**config.mk**
```make
export PLATFORM = sky130hd
export DESIGN_NAME = btb_predictor
export DESIGN_NICKNAME = d
export VERILOG_FILES = /design/src/rtl/btb_predictor.sv
export SDC_FILE = /design/constraint.sdc
export NUM_CORES = 1
export LEC_CHECK = 0
export ABC_AREA = 1
export CAP_MARGIN = 15
export CELL_PAD_IN_SITES_DETAIL_PLACEMENT = 0
export CELL_PAD_IN_SITES_GLOBAL_PLACEMENT = 1
export CORE_MARGIN = 4
export CORE_UTILIZATION = 40
export CTS_CLUSTER_SIZE = 30
export DETAILED_ROUTE_END_ITERATION = 12
export PLACE_DENSITY = 0.74
export SLEW_MARGIN = 20
export SYNTH_ARGS = -nofsm -noshare
export SYNTH_HDL_FRONTEND = slang
export SYNTH_SLANG_ARGS = --single-unit
export TNS_END_PERCENT = 5
```
**constraint.sdc**
```tcl
create_clock -name clk -period 6.1 [get_ports clk]
set_input_delay 1.22 -clock clk [delete_from_list [all_inputs] [get_ports clk]]
set_output_delay 1.22 -clock clk [all_outputs]
set_load 0.005 [all_outputs]
```
**src/rtl/btb_predictor.sv**
```systemverilog
// Direct-mapped branch target buffer with 2-bit saturating counters, zero-latency
// lookup and a registered one-cycle redirect on branch misprediction.
module btb_predictor #(
    parameter int unsigned ENTRIES = 16,
    parameter int unsigned IDX_W   = 4
) (
    input  logic        clk,
    input  logic        rst,
    input  logic [31:0] if_pc,
    output logic        pred_taken,
    output logic [31:0] pred_npc,
    input  logic        upd_valid,
    input  logic [31:0] upd_pc,
    input  logic        upd_taken,
    input  logic [31:0] upd_target,
    input  logic        upd_pred_taken,
    input  logic [31:0] upd_pred_npc,
    input  logic        inv_all,
    output logic        redirect,
    output logic [31:0] redirect_pc
);

    localparam int unsigned TAG_W = 30 - IDX_W;

    logic [ENTRIES-1:0] valid_q;
    logic [1:0]         ctr_q [ENTRIES];
    logic [TAG_W-1:0]   tag_q [ENTRIES];
    logic [29:0]        tgt_q [ENTRIES];

    logic [IDX_W-1:0] l_idx, u_idx;
    logic [TAG_W-1:0] l_tag, u_tag;
    logic             l_hit, u_hit;
    logic [31:0]      actual_npc;
    logic             mispred;

    // Misprediction is judged on the carried next-PC alone.
    logic unused_pred_taken;
    assign unused_pred_taken = upd_pred_taken;

    assign l_idx = if_pc[IDX_W+1:2];
    assign l_tag = if_pc[31:IDX_W+2];
    assign u_idx = upd_pc[IDX_W+1:2];
    assign u_tag = upd_pc[31:IDX_W+2];

    always_comb begin
        l_hit      = valid_q[l_idx] && (tag_q[l_idx] == l_tag);
        pred_taken = l_hit && ctr_q[l_idx][1];
        pred_npc   = pred_taken ? {tgt_q[l_idx], 2'b00} : if_pc + 32'd4;
    end

    always_comb begin
        u_hit      = valid_q[u_idx] && (tag_q[u_idx] == u_tag);
        actual_npc = upd_taken ? upd_target : upd_pc + 32'd4;
        mispred    = upd_valid && (upd_pred_npc != actual_npc);
    end

    always_ff @(posedge clk or posedge rst) begin
        if (rst) begin
            valid_q <= '0;
            for (int i = 0; i < ENTRIES; i++) begin
                ctr_q[i] <= 2'b01;
            end
        end else if (inv_all) begin
            valid_q <= '0;
        end else if (upd_valid) begin
            if (u_hit) begin
                if (upd_taken && ctr_q[u_idx] != 2'b11) begin
                    ctr_q[u_idx] <= ctr_q[u_idx] + 2'b01;
                end else if (!upd_taken && ctr_q[u_idx] != 2'b00) begin
                    ctr_q[u_idx] <= ctr_q[u_idx] - 2'b01;
                end
            end else if (upd_taken) begin
                valid_q[u_idx] <= 1'b1;
                ctr_q[u_idx]   <= 2'b10;
            end
        end
    end

    // Tag rewrite on a taken hit is a no-op; on a taken miss it allocates.
    always_ff @(posedge clk) begin
        if (upd_valid && upd_taken && !inv_all) begin
            tag_q[u_idx] <= u_tag;
            tgt_q[u_idx] <= upd_target[31:2];
        end
    end

    always_ff @(posedge clk or posedge rst) begin
        if (rst) begin
            redirect    <= 1'b0;
            redirect_pc <= '0;
        end else begin
            redirect <= mispred;
            if (mispred) begin
                redirect_pc <= actual_npc;
            end
        end
    end

endmodule

```
## After elaboration in Yosys (flattened, before gate mapping)

Memory sizes are Yosys's and may differ from the RTL's.
Cells that the tools add are included.

- Output and inout bits: 66
- Bits in read-only memories: 0
- Bits of input ports: 134
- Memories kept: 2
- Latch bits: 0
- Bits in writable memories: 896
- Flip-flop bits (word level): 81

- Bitwise logic cells: 7
- Multiply operators: 0
- Div/mod/pow operators: 0
- $add $sub $neg: 4
- Shift-type cells: 0
- $lt $le $gt $ge: 6
- Multiplexer cells: 28
- Reduce and logical (&&, ||, !) cells: 18
- Eq/ne operators: 6

Memories:

| name | words | bits a word | read ports | clocked after memory_dff | wr ports | line | source |
|---|---|---|---|---|---|---|---|
| tgt_q | 16 | 30 | 1 | 0 | 1 | 28 | `logic [29:0] tgt_q [ENTRIES];` |
| tag_q | 16 | 26 | 2 | 0 | 1 | 27 | `logic [TAG_W-1:0] tag_q [ENTRIES];` |

Operators by type and width:

| kind | count |
|---|---|
| $mux 32 | 6 |
| $add 32x3->32 const B | 2 |
| $bwmux 32 | 2 |
| $mux 16 | 4 |
| $eq 26x26->1 | 2 |
| $ne 32x32->1 | 1 |
| $or 16x16->16 | 2 |
| $and 16x16->16 | 1 |
| $bmux 2 s4 | 2 |
| $not 16->16 | 1 |
| $ge 5x5->1 const B | 2 |
| $logic_and 1x1->1 | 10 |
| $lt 4x5->1 const B | 2 |
| $mux 2 | 5 |
| $not 4->5 | 2 |
| $bmux 1 s4 | 2 |
| $demux 2 s4 | 1 |
| $reduce_bool 2->1 | 4 |
| $lt 5x1->1 const B | 1 |
| $mux 1 | 5 |
| $demux 1 s4 | 1 |
| $ge 4x1->1 const B | 1 |
| $ne 2x2->1 const B | 2 |
| $reduce_and 4->1 | 1 |
| other kinds (6) | 7 |

## Longest topological paths before layout

- Word-level depth: 9
- Gate-level depth with buffers: 23
- Gate-level depth less buffers: 20

## Worst setup path before layout

No wires, ideal clock.

- Path kind: input to register
- Start point: input port upd_pc[2]
- End point: memory tag_q[12][0] in the netlist's numbering, enable pin
- Stages: 9
- Slack: -0.863 ns
- Required time: 5.561 ns
- Arrival time: 6.424 ns
- Path through: buf_6 -> inv_2 -> buf_4 -> buf_2 -> buf_1 -> clkbuf_1 -> ha_1 -> inv_1 -> nor3_1

RTL lines:

| element | line | source |
|---|---|---|
| start, declared | 13 | `input logic [31:0] upd_pc,` |
| end, declared | 27 |  |

No word-level cell before the write port.

## Final worst setup path

- Start point: input port if_pc[4]
- End point: output port pred_npc[4]

- Cells in the longest elaborated chain, start to end: 6
- Elaborated cells between the ends (all ways): 13
- Those cells by class: add/sub (1); eq/ne (1); mux (6); bitwise (1); reduce/logical (2); memory (2)

RTL lines:

| element | line | source |
|---|---|---|
| start, declared | 9 | `input logic [31:0] if_pc,` |
| branches (longest 5 deep; another with $mem_v2 16x26) | - |  |
| $mux 32 * | 48 | `pred_npc = pred_taken ? {tgt_q[l_idx], 2'b00} : if_pc + 32'd4;` |
| end, declared | 11 | `output logic [31:0] pred_npc,` |

Every way passes the cells marked *. The select of a mux whose other input is x is not followed.

==> metrics.csv <==
stage;metric;value;unit
outcome;status;finished, final reports clean;
global_routing;total track usage;0.273;
synthesis;Most used DFF post-synth;edfxtp_1;
worst_setup_path;worst endpoint data arrival time;4.80;ns
sta;Slew @ Worst Pin;0.961;ns
sta;Fin. Hold Viols;0;
floorplan;Die ar.;127000;µm²
synthesis;synthesized area per cell;9.13;µm²
synthesis;Mapped Cells;5310;
floorplan;Core Footprint;120000;µm²
global_routing;antenna violations before repair;19;
cts;hold_buf cts;0;
synthesis;Synth area leader;edfxtp_1;
cts;Num Clock Sinks;977;
sta;skew final;0.0327;ns
sta;fin crit period;6.02;ns
route;Initial DRC Count;4713;
floorplan;DIE WIDTH;356;µm
route;Pre-antenna DRT Iters;6;
sta;Hold Slack;0.469;ns
synthesis;Synth Register Bits;977;
synthesis;Synth cell types;45;
place;Final Wtd Congestion;0.937;
synthesis;Async SR Flop Fraction;0.0829;
cts;CTS root buf;clkbuf_16;
cts;post-CTS setup buffers;0;
pwr;Lkg Pwr;22.1;nW
sta;fin crit share;0.986;
worst_setup_path;CP max FO;14;
synthesis;top cells by area, synth;edfxtp_1 55%, nand2_1 11%, o21ai_0 5.7%, nor2_1 4.8%, inv_1 3.6%;
worst_setup_path;Setup crit start;if_pc[4];
route;DRC viols;0;
finish;Core Util, Final;0.469;
worst_setup_path;Worst Path Required;4.88;ns
worst_setup_path;CP startpoint kind;input pin;
synthesis;top-count cell post-synth;nand2_1;
sta;Max Clock Freq;166;MHz
synthesis;area share of the largest cell type after synthesis;0.555;
worst_setup_path;reg2reg setup slack;3.09;ns
sta;Slew Limit Fails;0;
route;Final ANT Viol Nets;0;
cts;maximum buffer depth of the clock tree;3;
cts;CTS Buf Count;102;
pwr;Power Total;15.3;mW
pwr;power per cell area;271;nW/µm²
finish;P&R area growth vs syn;16.2;%
worst_hold_path;worst hold path type;reg2reg;
synthesis;yosys warns;0;
global_routing;first-pass GRT wire length;253000;µm
route;Vias;39600;
route;Vias/cell;5.50;
global_routing;vias in the first global route;36300;
route;Routed WL;178000;µm
sta;Max-slew headroom;0.358;
worst_setup_path;Critical Path End Type;output pin;
cts;worst skew pair latency;0.70;ns
floorplan;row count;127;
route;WL per Instance;24.7;µm
finish;# fillers;11400;
place;detailed-placement wirelength estimate;109000;µm
cts;H-tree depth;3;
finish;Final #Nets;5639;
floorplan;num ports;200;
worst_setup_path;Crit Path Category;in2out;
cts;CTS tree;done;
worst_setup_path;reg2reg start;tag_q[11][12]$_DFFE_PP_;
synthesis;Post-synth EDFFs;896;
floorplan;DIE HEIGHT;356;µm
sta;Final setup viols;0;
synthesis;Seq/Total Area, Yosys;0.597;
cts;clock slew at reported path FFs;0.06;ns
place;port bufs;198;
synthesis;area of the mapped netlist;48500;µm²
floorplan;Initial Utilization;0.404;
synthesis;Post-synth top cells;1,399 x nand2_1, 896 x edfxtp_1, 615 x nor2_1;
global_routing;largest net degree at the start of global routing;134;
finish;layout cell share with drive strength beyond 1;0.0813;
pwr;VDD IR max;0.000241;V
job;max-cap viol count;0;
synthesis;Syn Nets;5451;
global_routing;Congestion Overflow GR;0;
worst_hold_path;hold wc startpoint;redirect_pc[0]$_DFFE_PP0P_;
registers in the layout, indices dropped and copies added (netlist names):
register and flops:
redirect 1, tgt_q 480, tag_q 416, ctr_q 32, redirect_pc 32, valid_q 16
final cells by class:
| cell class | instances | area, µm² | area share |
|---|---|---|---|
| multi-input cells | 3550 | 16300 | 0.290 |
| repair buffers | 389 | 3990 | 0.0708 |
| well taps | 1612 | 2020 | 0.0358 |
| clock inverters | 54 | 443 | 0.00786 |
| diodes | 11 | 27.5 | 0.000489 |
| inverters | 478 | 1820 | 0.0323 |
| flip-flops and latches | 977 | 29000 | 0.514 |
| clock buffers | 134 | 2740 | 0.0487 |
report_power, final:
group          switching (mW)  leakage, nW  internal (mW)
logic                    1.23         11.5          0.568
registers              0.0422         9.05           7.40
clock network            2.70         1.56           3.35
critical path: stages:
cell and delay (ns):
clkdlybuf4s50_1 0.46, buf_12 0.18, nand2_1 0.17, inv_4 0.10, buf_12 0.17, nand2_1 0.07
nand2_1 0.04, nor2_1 0.32, buf_4 0.23, nor2_1 0.07, nor2_1 0.16, nand2_1 0.06
nand3b_1 0.15, nor2_1 0.15, nand2_2 0.13, buf_12 0.18, o21ai_1 0.30, clkdlybuf4s50_1 0.59
through the flow:
stage                     setup TNS (ns)  setup slack (ns)  instances  cell area, µm²
final                                  0            0.0828       7205           56300
after global routing             -0.0161           -0.0102       7198           56300
after CTS                              0            0.0494       7193           56200
after detailed placement               0            0.0942       7005           53100
after global placement                 0            0.0816       7005           53100
after floorplan                  -535.09            -0.863       5310           48500
metal layers:
layer | track usage | wire length (µm) | part of all wire | vias to the layer above
li1 | - | - | - | 18400
met1 | 0.370 | 73200 | 0.41 | 19200
met2 | 0.442 | 83000 | 0.47 | 1743
met3 | 0.0419 | 14500 | 0.082 | 332
met4 | 0.104 | 6970 | 0.039 | 6
met5 | 0 | 46 | 0.00026 | -
path summary, 6_finish.rpt:
kind,to,cells past startpoint
worst max-delay path,pred_npc[4],18
worst min-delay path,redirect_pc[0]$_DFFE_PP0P_,2
worst max register to register,ctr_q[3]$_DFFE_PP0P_,18
worst min register to register,redirect_pc[0]$_DFFE_PP0P_,2
max in group asynchronous,ctr_q[1]$_DFFE_PP0P_,3
min in group asynchronous,redirect$_DFF_PP0_,2
kinds of logic after synthesis:
family | Yosys count | synth area share
xor+xnor | 47 | 0.00849
buf+inv | 783 | 0.0692
simple gates | 2449 | 0.207
fa+ha+maj | 7 | 0.00181
flops | 977 | 0.597
compound gates | 1047 | 0.117
cell usage in the layout, fill, tap and decap left out, types with 6 or more instances in the layout:
cell	Yosys	routed
inv_1	466	463
or2_2	15	15
nor2_1	615	603
nor3_1	47	32
edfxtp_1	896	896
buf_4	21	147
clkbuf_1	133	26
nand3_1	262	262
nand2_1	1399	1399
clkbuf_8	0	6
nor2_2	10	14
inv_2	12	9
o21ai_0	555	555
nand4_1	50	50
diode_2	0	11
clkinv_1	0	17
o22ai_1	124	124
dfstp_2	16	16
o21ai_1	75	73
buf_12	0	44
clkinv_2	0	21
clkbuf_16	0	104
nor2_4	7	15
dfrtp_1	65	65
a21oi_1	207	207
a221oi_1	19	19
nand2_2	8	8
xor2_1	41	41
clkdlybuf4s50_1	0	193
ha_1	7	7
a22o_1	19	19
xnor2_1	6	6
o211ai_1	43	43
nor3_2	3	18
nand3b_1	12	12
what timing repair did:
action,4_1_cts,5_1_grt
resized for setup,0,9
endpoints found under the setup margin,0,10
endpoints found under the hold margin,0,0
Power figures use the tool's default switching activity.
